`src/rtl/instruction_pkg.sv`:
```
// Shared divide-unit types: FSM state encoding, funct3 operation codes and op decode helpers.
package instruction_pkg;

  typedef enum logic [2:0] {
    IDLE = 3'd0,
    PREP = 3'd1,
    ITER = 3'd2,
    FIX  = 3'd3,
    DONE = 3'd4
  } div_state_e;

  localparam logic [1:0] FUNCT3_DIV  = 2'b00;
  localparam logic [1:0] FUNCT3_DIVU = 2'b01;
  localparam logic [1:0] FUNCT3_REM  = 2'b10;
  localparam logic [1:0] FUNCT3_REMU = 2'b11;

  function automatic logic op_is_signed(input logic [1:0] op);
    return (op == FUNCT3_DIV) || (op == FUNCT3_REM);
  endfunction

  function automatic logic op_is_rem(input logic [1:0] op);
    return (op == FUNCT3_REM) || (op == FUNCT3_REMU);
  endfunction

endpackage

```
`src/rtl/div_sequencer_if.sv`:
```
// Request/response bundle between the execution stage (master) and the divider (slave).
interface div_sequencer_if;
  logic        start;
  logic        kill;
  logic [1:0]  op;
  logic [31:0] dividend;
  logic [31:0] divisor;
  logic        busy;
  logic        div_last;
  logic [31:0] result;
  logic [31:0] Qo;

  modport master (
    output start, kill, op, dividend, divisor,
    input  busy, div_last, result, Qo
  );

  modport slave (
    input  start, kill, op, dividend, divisor,
    output busy, div_last, result, Qo
  );
endinterface

```
`src/rtl/div_step.sv`:
```
// One restoring radix-2 step: shift in a dividend bit, subtract the divisor if it fits.
module div_step (
  input  logic [32:0] rem_in,
  input  logic        dvd_bit,
  input  logic [31:0] divisor,
  output logic [32:0] rem_out,
  output logic        q_bit
);
  logic [33:0] shifted;
  logic [32:0] diff;

  assign shifted = {rem_in, dvd_bit};
  // The difference is only kept when it fits, so 33 bits of it are enough.
  assign diff    = shifted[32:0] - {1'b0, divisor};
  assign q_bit   = (shifted >= {2'b00, divisor});
  assign rem_out = q_bit ? diff : shifted[32:0];
endmodule

```
`src/rtl/div_sequencer.sv`:
```
// Multi-cycle RV32M divider (DIV/DIVU/REM/REMU): PREP, 32 restoring steps, sign FIX, DONE.
// Define DIV_FASTPATH_EN to resolve divide-by-zero and signed overflow directly to DONE.
module div_sequencer
  import instruction_pkg::*;
(
  input  logic           clk,
  input  logic           reset,
  div_sequencer_if.slave bus
);
  div_state_e  state_reg, state_next;
  logic [4:0]  count_reg;
  logic [1:0]  op_reg;
  logic [31:0] a_reg, b_reg;
  logic [31:0] dvd_reg, dvs_reg, quo_reg;
  logic [32:0] rem_reg;
  logic [31:0] result_reg, qo_reg;
  logic        neg_q_reg, neg_r_reg, div0_reg, ovf_reg;

  logic        accept, sgn;
  logic [32:0] rem_step;
  logic        q_step;
  logic [31:0] q_fix, r_fix;

  assign accept = ((state_reg == IDLE) || (state_reg == DONE)) && bus.start && !bus.kill;
  assign sgn    = op_is_signed(op_reg);

`ifdef DIV_FASTPATH_EN
  logic        fast_div0, fast_ovf, fast_hit;
  logic [31:0] fast_q, fast_r;

  assign fast_div0 = (bus.divisor == 32'h0000_0000);
  assign fast_ovf  = op_is_signed(bus.op) && (bus.dividend == 32'h8000_0000)
                     && (bus.divisor == 32'hFFFF_FFFF);
  assign fast_hit  = fast_div0 || fast_ovf;
  assign fast_q    = fast_div0 ? 32'hFFFF_FFFF : 32'h8000_0000;
  assign fast_r    = fast_div0 ? bus.dividend : 32'h0000_0000;
`endif

  div_step u_step (
    .rem_in  (rem_reg),
    .dvd_bit (dvd_reg[31]),
    .divisor (dvs_reg),
    .rem_out (rem_step),
    .q_bit   (q_step)
  );

  always_ff @(posedge clk or negedge reset) begin
    if (!reset) state_reg <= IDLE;
    else        state_reg <= state_next;
  end

  always_comb begin
    state_next = state_reg;
    if (bus.kill) begin
      state_next = IDLE;
    end else begin
      case (state_reg)
        IDLE, DONE: begin
          if (bus.start) begin
`ifdef DIV_FASTPATH_EN
            state_next = fast_hit ? DONE : PREP;
`else
            state_next = PREP;
`endif
          end else begin
            state_next = IDLE;
          end
        end
        PREP:    state_next = ITER;
        ITER:    if (count_reg == 5'd0) state_next = FIX;
        FIX:     state_next = DONE;
        default: state_next = IDLE;
      endcase
    end
  end

  // Sign correction, then the architectural override values for the two corner cases.
  always_comb begin
    q_fix = neg_q_reg ? -quo_reg : quo_reg;
    r_fix = neg_r_reg ? -rem_reg[31:0] : rem_reg[31:0];
    if (div0_reg) begin
      q_fix = 32'hFFFF_FFFF;
      r_fix = a_reg;
    end else if (ovf_reg) begin
      q_fix = 32'h8000_0000;
      r_fix = 32'h0000_0000;
    end
  end

  always_ff @(posedge clk or negedge reset) begin
    if (!reset) begin
      count_reg  <= '0;
      op_reg     <= '0;
      a_reg      <= '0;
      b_reg      <= '0;
      dvd_reg    <= '0;
      dvs_reg    <= '0;
      quo_reg    <= '0;
      rem_reg    <= '0;
      result_reg <= '0;
      qo_reg     <= '0;
      neg_q_reg  <= 1'b0;
      neg_r_reg  <= 1'b0;
      div0_reg   <= 1'b0;
      ovf_reg    <= 1'b0;
    end else begin
      if (accept) begin
        op_reg <= bus.op;
        a_reg  <= bus.dividend;
        b_reg  <= bus.divisor;
`ifdef DIV_FASTPATH_EN
        if (fast_hit) begin
          qo_reg     <= fast_q;
          result_reg <= op_is_rem(bus.op) ? fast_r : fast_q;
        end
`endif
      end
      // A flush must not let a half-finished operation touch the results.
      if (!bus.kill) begin
        case (state_reg)
          PREP: begin
            dvd_reg   <= (sgn && a_reg[31]) ? -a_reg : a_reg;
            dvs_reg   <= (sgn && b_reg[31]) ? -b_reg : b_reg;
            rem_reg   <= '0;
            quo_reg   <= '0;
            count_reg <= 5'd31;
            neg_q_reg <= sgn && (a_reg[31] ^ b_reg[31]);
            neg_r_reg <= sgn && a_reg[31];
            div0_reg  <= (b_reg == 32'h0000_0000);
            ovf_reg   <= sgn && (a_reg == 32'h8000_0000) && (b_reg == 32'hFFFF_FFFF);
          end
          ITER: begin
            rem_reg <= rem_step;
            dvd_reg <= {dvd_reg[30:0], 1'b0};
            quo_reg <= {quo_reg[30:0], q_step};
            if (count_reg != 5'd0) count_reg <= count_reg - 5'd1;
          end
          FIX: begin
            qo_reg     <= q_fix;
            result_reg <= op_is_rem(op_reg) ? r_fix : q_fix;
          end
          default: ;
        endcase
      end
    end
  end

  assign bus.busy     = (state_reg == PREP) || (state_reg == ITER) || (state_reg == FIX);
  assign bus.div_last = (state_reg == DONE);
  assign bus.result   = result_reg;
  assign bus.Qo       = qo_reg;
endmodule

```
`src/flat_wrapper.sv`:
```
// flat-port wrapper written by rule: the top's interface ports become plain ports
module div_sequencer_flat import instruction_pkg::*;
  (clk, reset, bus_start, bus_kill, bus_op, bus_dividend, bus_divisor, bus_busy, bus_div_last, bus_result, bus_Qo);
  div_sequencer_if bus_i ();
  input  logic clk;
  input  logic reset;
  input wire logic [$bits(bus_i.start)-1:0] bus_start;
  input wire logic [$bits(bus_i.kill)-1:0] bus_kill;
  input wire logic [$bits(bus_i.op)-1:0] bus_op;
  input wire logic [$bits(bus_i.dividend)-1:0] bus_dividend;
  input wire logic [$bits(bus_i.divisor)-1:0] bus_divisor;
  output wire logic [$bits(bus_i.busy)-1:0] bus_busy;
  output wire logic [$bits(bus_i.div_last)-1:0] bus_div_last;
  output wire logic [$bits(bus_i.result)-1:0] bus_result;
  output wire logic [$bits(bus_i.Qo)-1:0] bus_Qo;
  assign bus_i.start = bus_start;
  assign bus_i.kill = bus_kill;
  assign bus_i.op = bus_op;
  assign bus_i.dividend = bus_dividend;
  assign bus_i.divisor = bus_divisor;
  assign bus_busy = bus_i.busy;
  assign bus_div_last = bus_i.div_last;
  assign bus_result = bus_i.result;
  assign bus_Qo = bus_i.Qo;
  div_sequencer u_core (.clk(clk), .reset(reset), .bus(bus_i));
endmodule
```
`config.mk`:
```
export PLATFORM = sky130hd
export DESIGN_NAME = div_sequencer_flat
export DESIGN_NICKNAME = d
export VERILOG_FILES = /design/src/rtl/instruction_pkg.sv /design/src/rtl/div_sequencer_if.sv /design/src/rtl/div_step.sv /design/src/rtl/div_sequencer.sv /design/src/flat_wrapper.sv
export SDC_FILE = /design/constraint.sdc
export NUM_CORES = 1
export LEC_CHECK = 0
export CAP_MARGIN = 40
export CORE_MARGIN = 2
export CORE_UTILIZATION = 45
export CTS_BUF_LIST = sky130_fd_sc_hd__clkbuf_8 sky130_fd_sc_hd__clkbuf_16
export DETAILED_ROUTE_END_ITERATION = 6
export DONT_BUFFER_PORTS = 1
export GPL_TIMING_DRIVEN = 1
export MAX_ROUTING_LAYER = met4
export SLEW_MARGIN = 20
export SYNTH_ARGS = -nofsm -noshare
export SYNTH_HDL_FRONTEND = slang
export SYNTH_SLANG_ARGS = --single-unit
export TNS_END_PERCENT = 50
```
`constraint.sdc`:
```
create_clock -name clk -period 4 [get_ports clk]
set_clock_uncertainty 0.1 [all_clocks]
set_input_delay 1 -clock clk [delete_from_list [all_inputs] [get_ports clk]]
set_output_delay 1 -clock clk [all_outputs]
set_load 0.05 [all_outputs]
```
Word level (Yosys, flattened, before mapping)
Index checks and enable logic that the tools add are counted.
Storage, ports and cells
  register bits: 271
  bits of input ports: 70
  output and inout port bits: 66
  logic and storage cells: 77
Cells by class
  $add $sub $neg: 6
  $lt $le $gt $ge: 1
  eq/ne operators: 10
  multiplexer cells: 19
  bitwise logic cells: 2
  reduce and logical (&&, ||, !) cells: 24
Operators by type and width (number)
  2-to-1 mux 32 bit: 9
  negator 32 bit: 4
  case mux 32 bit (2 select lines): 2
  case mux 33 bit (2 select lines): 1
  == test 32 bit, second input constant: 2
  greater-or-equal comparator 34 x 32 -> 1 bit: 1
  2-to-1 mux 33 bit: 1
  subtractor 33 x 32 -> 33 bit: 1
  logical NOT 32 bit: 1
  case mux 3 bit (4 select lines): 1
  case mux 5 bit (2 select lines): 1
  logical AND 1 bit: 7
  == test 3 x 2 -> 1 bit, second input constant: 2
  2-to-1 mux 3 bit: 2
  AND reduction 2 bit: 3
  logical NOT 5 bit: 1
  logical OR 1 bit: 5
  2-to-1 mux 5 bit: 1
  nonzero test 5 bit: 1
  subtractor 5 x 1 -> 5 bit, second input constant: 1
  == test 2 bit, second input constant: 2
  == test 3 x 1 -> 1 bit, second input constant: 1
  == test 3 bit, second input constant: 1
  logical NOT 3 bit: 1
  other kinds (10): 10

Logic depth before layout (Yosys ltp)
  depth in word-level cells: 5
  depth in mapped cells: 15
  depth with buffers taken out: 12

Hierarchy
A second synthesis with hierarchy kept.
Unflattened totals
  cells, all modules: 1766
  area total of the unflattened synthesis: 15870.2 um2
Modules (own cells, without submodules)
  div_sequencer: times used 1, cells each 1420, area an instance 13679.4 um2, sequential area each 6781.5 um2
  div_step: times used 1, cells each 346, area an instance 2190.9 um2, sequential area each 0.0 um2

Worst setup path before layout
Ideal clock, no wire load.
  path kind: flip-flop to flip-flop
  start: register u_core.rem_reg[21]
  end: register u_core.rem_reg[32]
  setup time: 0.122 ns
  data arrival time: 2.812 ns
  required time: 3.778 ns
  slack: 0.967 ns
  stages on the path, launching flop included: 12
  buffers on the path: 3
  clock period less this slack: 3.033 ns
  path through: dfrtp_1 -> ha_1 -> clkbuf_1 -> a211oi_1 -> o211ai_1 -> a221o_1 -> a211oi_1 -> a21o_1 -> buf_2 -> nand2_2 -> buf_2 -> a32o_1
On the way
  longest elaborated chain between the ends: 3
  elaborated cells between the ends (all ways): 4
  classes of those cells: add/sub: 1; order compare: 1; mux: 2
Ends and longest elaborated chain
  start: declaration: line div_sequencer.sv:15  | logic [32:0] rem_reg;
  start signal: assignment: line div_sequencer.sv:133  | rem_reg <= rem_step;
  subtractor 33 x 32 -> 33 bit or greater-or-equal comparator 34 x 32 -> 1 bit (tied branches): line div_step.sv:14, div_step.sv:15
  2-to-1 mux 33 bit *: line div_step.sv:16  | assign rem_out = q_bit ? diff : shifted[32:0];
  case mux 33 bit (2 select lines) *: line div_sequencer.sv:120  | case (state_reg)
Every way passes the cells marked *; elsewhere a longest branch is shown, timed or not.
A chain may end at the register's enable or synchronous reset.

Worst setup path in the final report
  start: register u_core.rem_reg[21]
  end: register u_core.rem_reg[2]
On the way
  longest elaborated chain between the ends: 3
Ends and longest elaborated chain
  greater-or-equal comparator 34 x 32 -> 1 bit: line div_step.sv:15  | assign q_bit = (shifted >= {2'b00, divisor});
  2-to-1 mux 33 bit: line div_step.sv:16
  case mux 33 bit (2 select lines): line div_sequencer.sv:120
No other way between the ends.

==> results.py <==
metrics = {
    "run_status": {
        "status": "finished, final reports clean",
    },
    "final_layout": {
        "stdcell_area_sq_mm": 0.0174,
        "syn_to_final_growth_pct": 9.12,
        "fillers": 3343,
        "drive_above_1_share_pct": 9.33,
        "multi_input_area_sq_mm": 0.00850,
        "regArea_sq_mm": 0.00678,
        "fin_nets": 1855,
        "largest_register_ffs": 33,
    },
    "yosys": {
        "synthCells": 1809,
        "synth-simple-area-share_pct": 17.7,
        "synth_async_sr_flop_share_pct": 100,
        "syn-num-nets": 1919,
        "synthMuxAreaShare_pct": 5.03,
        "synth_warnings": 0,
        "ys_types": 76,
        "synth-seq-cells": 271,
        "synth_compound_area_share_pct": 19.2,
        "synth.cell_area_sq_mm": 0.0159,
        "synth_xor_area_share_pct": 7.96,
        "synth_top_family_by_area": "compound AO/OA/AOI/OAI gates",
        "syn_avg_cell_area_sq_um": 8.82,
        "synthAdderAreaFrac_pct": 3.19,
        "synth_edf_count": 0,
        "synth_flop_cell": "dfrtp_1",
        "seq_area_frac_synth_pct": 42.5,
    },
    "timing": {
        "drv_slew": 0,
        "worst_pin_slew_ns": 0.887,
        "min_period_ns": 3.57,
        "holdWs_ns": 0.0578,
        "slew_headroom_pct": 40.7,
        "setup_viol": 0,
        "rsz0062_at_grt": "false",
        "hold_viol": 0,
        "setup_tns_ns": 0,
        "period_share_pct": 89.3,
        "clock.fmax_ghz": 0.280,
    },
    "worst_setup_path": {
        "cp.arrival_ns": 3.96,
        "cp_common_cell": "a211oi_1",
        "slowest_delay_ns": 0.64,
        "crit_chain": "ha_1, a211oi_1, o211ai_1, a221o_1, a211oi_1, a21o_1, and2_1, a21oi_1, o21ai_0",
        "endpoint_kind": "flop",
        "cp_slowest_cell": "and2_1",
        "cp_max_fo": 18,
        "critPathKind": "reg -> reg",
        "cp-start-kind": "flop",
        "required_ns": 4.39,
    },
    "power": {
        "peakVddDrop_v": 0.000499,
        "p_clk_share_pct": 19.1,
        "p_leak_nw": 7.68,
        "power_switching_w": 0.00722,
        "total_power_w": 0.0155,
        "p_sw_share_pct": 46.6,
        "p_per_area_mw_per_mm2": 890,
        "p_int_w": 0.00826,
        "seq_power_share_pct": 37.0,
        "p_comb_share_pct": 43.9,
    },
    "place": {
        "globalplace.congestion": 0.942,
        "dp_hpwl_mm": 31.9,
        "io_buffers": 0,
        "place_area_sq_mm": 0.0163,
    },
    "floorplan": {
        "core_sq_mm": 0.0347,
        "start_util_pct": 45.9,
        "die_area_sq_mm": 0.0370,
        "die_x_um": 192,
        "io_pins": 136,
        "std_cell_rows": 68,
        "dieHeight_um": 192,
    },
    "drt": {
        "vias": 13000,
        "drtPass1Iterations": 5,
        "drt_first_iter_violations": 853,
        "wl_mm": 44.5,
        "wl_per_cell_um": 20.0,
        "drc_errors": 0,
        "drtAntennaViolNets": 0,
        "viasPerCell": 5.85,
    },
    "grt": {
        "use_met3_pct": 3.75,
        "grt_pass1_vias": 12400,
        "gr-total-overflow": 0,
        "antenna_found_initial": 1,
        "grt_pass1_wl_mm": 70.6,
        "grt-busiest-layer": "met2",
        "track_usage_pct": 24.9,
        "grt_max_degree": 162,
        "grtUsageMet2_pct": 38.3,
        "use_met1_pct": 33.7,
    },
    "clock_network": {
        "clk_pin_slew_ns": 0.06,
        "postCtsSetupBuffers": 0,
        "ctsHoldBuffers": 1,
        "numCtsBuffers": 31,
        "cts_root_buffer": "clkbuf_16",
        "ctsResizeCount": 0,
        "worst_skew_pair.late_latency_ns": 0.59,
        "htreeDepth": 1,
        "cts_sinks": 271,
        "clk_path_buf_depth": 3,
        "cts_tree": "built",
    },
    "run": {
        "drv_cap": 0,
    },
    "hold_path": {
        "hold_path_class": "in -> async",
    },
}
==> layout make-up <==
cell class / instances / share of cell area, %
Timing Repair Buffer: 22 / 1.48
Tap cell: 455 / 3.27
Multi-Input combinational cell: 1361 / 48.9
Clock inverter: 19 / 1.21
Antenna cell: 1 / 0.0144
Clock buffer: 37 / 4.93
Inverter: 58 / 1.25
Sequential cell: 271 / 39.0
==> path summary, 6_finish.rpt <==
kind                       depth (start not counted)  slack, ns          startpoint                 end
min reg2reg                                        2       0.38  u_core.dvs_reg[27]  u_core.dvs_reg[27]
max                                                9       0.43  u_core.rem_reg[21]   u_core.rem_reg[2]
min                                                0       0.06               reset  u_core.quo_reg[24]
min in group clk                                   2       0.38  u_core.dvs_reg[27]  u_core.dvs_reg[27]
max in group asynchronous                          1       3.07               reset   u_core.dvd_reg[5]
max reg2reg                                        9       0.43  u_core.rem_reg[21]   u_core.rem_reg[2]
==> logic make-up after synthesis <==
group / after synthesis
AOI/OAI and AO/OA: 491
xor gates and xnor gates: 145
adders and majority gates: 40
buffers and inverters: 177
DFF: 271
muxes: 73
and+or+nand+nor: 612
==> layer usage <==
metal  share of wire (%)  vias up  routed length [um]
li1                    -     6288                   -
met1                  45     6220               19900
met5                   0        -                   0
met3                 6.0       93                2680
met4                 3.9        0                1760
met2                  45      400               20200
==> power by group through the flow <==
stage | Combinational, W | Sequential, W | Clock (W)
final | 0.00679 | 0.00573 | 0.00296
after global placement | 0.00653 | 0.00578 | 0
after detailed placement | 0.00670 | 0.00577 | 0
after global routing | 0.00759 | 0.00590 | 0.00313
after CTS | 0.00675 | 0.00572 | 0.00302
after floorplan | 0.00537 | 0.00526 | 0
==> cell usage after synthesis, drive strengths merged, types with 25 or more instances <==
| cell type | instances | area share (%) |
|---|---|---|
| nand2 | 291 | 6.9 |
| dfrtp | 271 | 43 |
| o21ai | 195 | 6.1 |
| a21oi | 117 | 3.7 |
| nor2 | 103 | 2.4 |
| clkbuf | 93 | 2.2 |
| xnor2 | 77 | 4.2 |
| xor2 | 68 | 3.7 |
| nand3 | 64 | 2.0 |
| inv | 57 | 1.3 |
| mux2 | 57 | 4.0 |
| ha | 39 | 3.1 |
| o31ai | 28 | 1.5 |
| buf | 26 | 0.81 |
| nor3 | 25 | 0.82 |
==> critical path: cells and delay by family (launching register included) <==
kind	cells	cell delay (ns)
simple gates	1	0.64
fa+ha+maj	1	0.45
compound gates	7	1.80
flops	1	0.49
==> layout by cell type (no fill, tap or decap), drive strengths merged, types with 14 or more instances in the layout <==
| master | instances |
|---|---|
| nand3 | 64 |
| dfrtp | 271 |
| or4 | 18 |
| nor2 | 103 |
| nor3 | 25 |
| xnor2 | 77 |
| nand2b | 14 |
| clkbuf | 37 |
| buf | 22 |
| o41ai | 17 |
| o211ai | 19 |
| mux2 | 57 |
| a31oi | 14 |
| nand4 | 17 |
| mux2i | 16 |
| o21ai | 195 |
| o31ai | 28 |
| xor2 | 68 |
| a21o | 15 |
| ha | 39 |
| or3 | 23 |
| a21oi | 117 |
| nand2 | 291 |
| inv | 63 |
==> per-stage QoR <==
stage	worst slack (ns)	instances	utilization [%]
after floorplan	0.967	1809	-
after global placement	0.627	2162	46.8
after detailed placement	0.454	2166	47.0
after CTS	0.437	2223	50.1
after global routing	0.119	2224	50.1
final	0.429	2224	50.1
Power figures use the tool's default switching activity.
